$ cat config.mk
export PLATFORM = sky130hd
export DESIGN_NAME = aes_stream_ctrl
export DESIGN_NICKNAME = d
export VERILOG_FILES = /design/src/rtl/aes_stream_ctrl.sv
export SDC_FILE = /design/constraint.sdc
export NUM_CORES = 1
export LEC_CHECK = 0
export BUFFER_PORTS_ARGS = -buffer_cell sky130_fd_sc_hd__buf_4
export CAP_MARGIN = 20
export CORE_AREA = 8 8 298 300
export DETAILED_ROUTE_END_ITERATION = 6
export DIE_AREA = 0 0 306 308
export PLACE_DENSITY_LB_ADDON = 0.05
export SKIP_LAST_GASP = 1
export SYNTH_ARGS = -nofsm -noshare
export SYNTH_HDL_FRONTEND = slang
export SYNTH_SLANG_ARGS = --single-unit
export TNS_END_PERCENT = 20
$ cat constraint.sdc
create_clock -name Clock -period 5.69 [get_ports Clock]
set_input_delay 1.138 -clock Clock [delete_from_list [all_inputs] [get_ports Clock]]
set_output_delay 1.138 -clock Clock [all_outputs]
set_load 0.02 [all_outputs]
$ cat src/rtl/aes_stream_ctrl.sv
// Streaming front-end for a fixed-latency aes_128 core: credit-based input flow control,
// tag pipeline to capture ciphertexts, and a first-word-fall-through response FIFO.
module aes_stream_ctrl #(
  parameter int unsigned AESLatency = 21,
  parameter int unsigned FIFODepth  = 4
) (
  input  logic         Clock,
  input  logic         Reset,
  input  logic [255:0] CmdIn,
  input  logic         CmdInValid,
  output logic         CmdInReady,
  output logic [127:0] AESState,
  output logic [127:0] AESKey,
  input  logic [127:0] AESOut,
  output logic [127:0] RspOut,
  output logic         RspOutValid,
  input  logic         RspOutReady
);
  localparam int unsigned CW = $clog2(FIFODepth + 1);
  localparam int unsigned PW = $clog2(FIFODepth);
  localparam logic [CW-1:0] DEPTH = CW'(FIFODepth);

  logic              init_q;
  logic [CW-1:0]     outst_q, outst_d;
  logic [CW-1:0]     cnt_q, cnt_d;
  logic [AESLatency:0] tag_q;
  logic [PW-1:0]     wptr_q, rptr_q;
  logic [127:0]      mem_q [FIFODepth];
  logic              accept, xfer, fifo_wr;

  // init_q keeps CmdInReady low for the cycle right after the last reset edge
  assign CmdInReady  = init_q && Reset && (outst_q < DEPTH);
  assign RspOutValid = Reset && (cnt_q != '0);
  assign RspOut      = mem_q[rptr_q];

  assign accept  = CmdInValid && CmdInReady;
  assign xfer    = RspOutValid && RspOutReady;
  assign fifo_wr = tag_q[AESLatency];

  always_comb begin
    outst_d = outst_q;
    cnt_d   = cnt_q;
    case ({accept, xfer})
      2'b10:   outst_d = outst_q + CW'(1);
      2'b01:   outst_d = outst_q - CW'(1);
      default: outst_d = outst_q;
    endcase
    case ({fifo_wr, xfer})
      2'b10:   cnt_d = cnt_q + CW'(1);
      2'b01:   cnt_d = cnt_q - CW'(1);
      default: cnt_d = cnt_q;
    endcase
  end

  always_ff @(posedge Clock) begin
    if (!Reset) begin
      init_q   <= 1'b0;
      outst_q  <= '0;
      cnt_q    <= '0;
      tag_q    <= '0;
      wptr_q   <= '0;
      rptr_q   <= '0;
      AESState <= '0;
      AESKey   <= '0;
    end else begin
      init_q  <= 1'b1;
      outst_q <= outst_d;
      cnt_q   <= cnt_d;
      // Tags never stall: the core has a fixed latency and credits bound occupancy
      tag_q   <= {tag_q[AESLatency-1:0], accept};
      if (accept) begin
        AESState <= CmdIn[127:0];
        AESKey   <= CmdIn[255:128];
      end
      if (fifo_wr) wptr_q <= wptr_q + PW'(1);
      if (xfer)    rptr_q <= rptr_q + PW'(1);
    end
  end

  // Storage is left unreset; only entries behind a valid count are ever observed
  always_ff @(posedge Clock) begin
    if (Reset && fifo_wr) begin
      assert (cnt_q != DEPTH);
      mem_q[wptr_q] <= AESOut;
    end
  end

endmodule

==> flow_metrics.env <==
export IMPL_outcome="completed"
export IMPL_layout_cells_non_filler=3840
export IMPL_antenna_found_initial=28
export IMPL_synth_top_cell_area_share_pct=53.9
export IMPL_cts_max_level=3
export IMPL_cts_setup_buffers=0
export IMPL_io_pins=774
export IMPL_grt_max_degree=206
export IMPL_start_kind="flop"
export IMPL_cts_root_buf="clkbuf_16"
export IMPL_fillerInstances=7668
export IMPL_worst_pin_slew_ns=0.968
export IMPL_period_needed_ns=3.89
export IMPL_setup_viol=0
export IMPL_finalMaxSlewViolations=0
export IMPL_die_width_um=306
export IMPL_cts_resized=0
export IMPL_clock_latency_ns=0.63
export IMPL_num_rows=107
export IMPL_max_cap_viol_count=0
export IMPL_io_buffers=773
export IMPL_drtIter0Drc=1225
export IMPL_pre_cts_ws_ns=1.99
export IMPL_clk_pin_slew_ns=0.06
export IMPL_finalNetCount=3054
export IMPL_ant_nets=0
export IMPL_yosysTopAreaCell="edfxtp_1"
export IMPL_max_freq_mhz=257
export IMPL_grt_pass1_wl_mm=129
export IMPL_rsz0062_at_grt="false"
export IMPL_gp_congestion=0.847
export IMPL_synth_warnings=0
export IMPL_hold_path_class="reg -> reg"
export IMPL_wirelength_mm=90.6
export IMPL_p_per_area_nw_per_um2=332
export IMPL_end_kind="primary output"
export IMPL_place_inst=3657
export IMPL_critical_path_arrival_ns=2.75
export IMPL_areaGrowthSynthToFinish_pct=33.6
export IMPL_grt_pass1_vias=18418
export IMPL_slew_headroom_pct=35.5
export IMPL_dp_hpwl_mm=63.9
export IMPL_ys_top_cells_by_count="512 x edfxtp_1, 512 x nand2_1, 291 x dfxtp_1"
export IMPL_grt_overflow=0
export IMPL_cp_required_ns=4.55
export IMPL_wl_per_cell_um=23.6
export IMPL_seq_area_frac_synth_pct=74.3
export IMPL_firstDrtPassIters=5
export IMPL_syn_area_um2=28500
export IMPL_critical_path_max_fanout=48
export IMPL_ys_types=30
export IMPL_crit_type="reg -> out"
export IMPL_viasPerCell=4.64
export IMPL_synthArstFlopShare_pct=0
export IMPL_core_area_um2=84200
export IMPL_synth_edf_count=512
export IMPL_dieArea_um2=94200
export IMPL_setup_ws_ns=1.80
export IMPL_drive_gt1_share_pct=38.5
export IMPL_cellLeakagePower_nw=14.0
export IMPL_ir_drop_mv=0.202
export IMPL_synth_area_leaders="edfxtp_1 54%, dfxtp_1 20%, mux4_2 10%, nand2_1 6.7%, o21ai_0 2.4%"
export IMPL_drc_errors=0
export IMPL_period_share_pct=68.3
export IMPL_start_util_pct=33.9
export IMPL_cts_max_path_buffers=3
export IMPL_cts_tree="built"
export IMPL_finalPower_w=0.0127
export IMPL_die_y_um=308
export IMPL_fin_skew_ns=0.0222
export IMPL_cts_sinks=803
export IMPL_cts_hold_buf=0
export IMPL_avgSynthCellArea_um2=15.1
export IMPL_grt_usage_pct=18.5
export IMPL_fin_setup_tns_ns=0
export IMPL_synthCells=1896
export IMPL_ys_flop_type="edfxtp_1"
export IMPL_hold_viol=0
export IMPL_synth_seq_cells=803
export IMPL_cts_buffers=89
export IMPL_syn_num_nets=2292
export IMPL_dr_total_vias=17800
## power breakdown
group	internal, W	total [W]	switching [W]
logic	0.000336	0.000735	0.000399
clock network	0.00326	0.00558	0.00232
registers	0.00629	0.00635	0.0000574
total	0.00989	0.0127	0.00278
## per-layer routing
metal  part of all wire, %  GRT usage (%)
met3                   9.5           7.89
met2                    51           31.5
met5                 0.085              0
met1                    37           20.2
met4                   3.1           7.70
## cell families after synthesis
| kind of cell | after synthesis | synth area share (%) |
|---|---|---|
| AND/OR/NAND/NOR | 555 | 7.56 |
| multiplexers | 129 | 10.1 |
| flip-flops | 803 | 74.3 |
| buffers and inverters | 130 | 2.73 |
| adder cells (fa/ha/maj) | 8 | 0.403 |
| AO/OA/AOI/OAI | 264 | 4.67 |
| XOR/XNOR | 7 | 0.215 |
## per-stage QoR
step,utilization (%),instance area [µm²],hold slack (ns)
5_1_grt,45.3,38100,0.448
3_3_place_gp,41.9,35300,0.414
3_5_place_dp,41.9,35300,0.418
2_1_floorplan,-,28500,0.412
4_1_cts,45.2,38100,0.435
6_report,45.3,38100,0.430
## placed cells by master (no fill, tap or decap), types with 7 or more instances in the layout
| cell type | n |
|---|---|
| inv_1 | 12 |
| nand2_1 | 512 |
| clkbuf_16 | 90 |
| nor2_1 | 14 |
| mux4_2 | 128 |
| clkbuf_1 | 22 |
| edfxtp_1 | 512 |
| clkinv_1 | 13 |
| and2_1 | 21 |
| buf_12 | 10 |
| dfxtp_1 | 289 |
| o21ai_1 | 120 |
| clkinv_2 | 18 |
| bufinv_16 | 7 |
| o21ai_0 | 137 |
| buf_4 | 778 |
| diode_2 | 21 |
## state kept, by name (all words and copies together) (netlist names), named ones only
register and flops:
init_q 1, cnt_q 3, mem_q 512, outst_q 3
tag_q 22, wptr_q 2, AESKey 128, AESState 128
rptr_q 2
## area by class of cell
cell class	instances	area (µm²)	share of cell area (%)
antenna	21	52.6	0.138
clock buffer	114	2360	6.20
clock inverter	48	462	1.21
inverter	12	45.0	0.118
multi-input combinational	963	6580	17.3
sequential	803	21200	55.6
tap	1090	1360	3.58
timing repair buffer	789	6050	15.9
## critical path: stages (launching register included)
cell,delay [ns]
dfxtp_4,0.84
buf_12,0.43
mux4_2,0.60
buf_4,0.18
## final timing paths
path | cells after the start | from | slack, ns | endpoint
max reg2reg | 8 | outst_q[2] | 3.39 | outst_q[1]
min | 1 | tag_q[1] | 0.43 | tag_q[2]
min reg2reg | 1 | tag_q[1] | 0.43 | tag_q[2]
max | 3 | flop | 1.80 | RspOut[92]
Power figures use the tool's default switching activity.
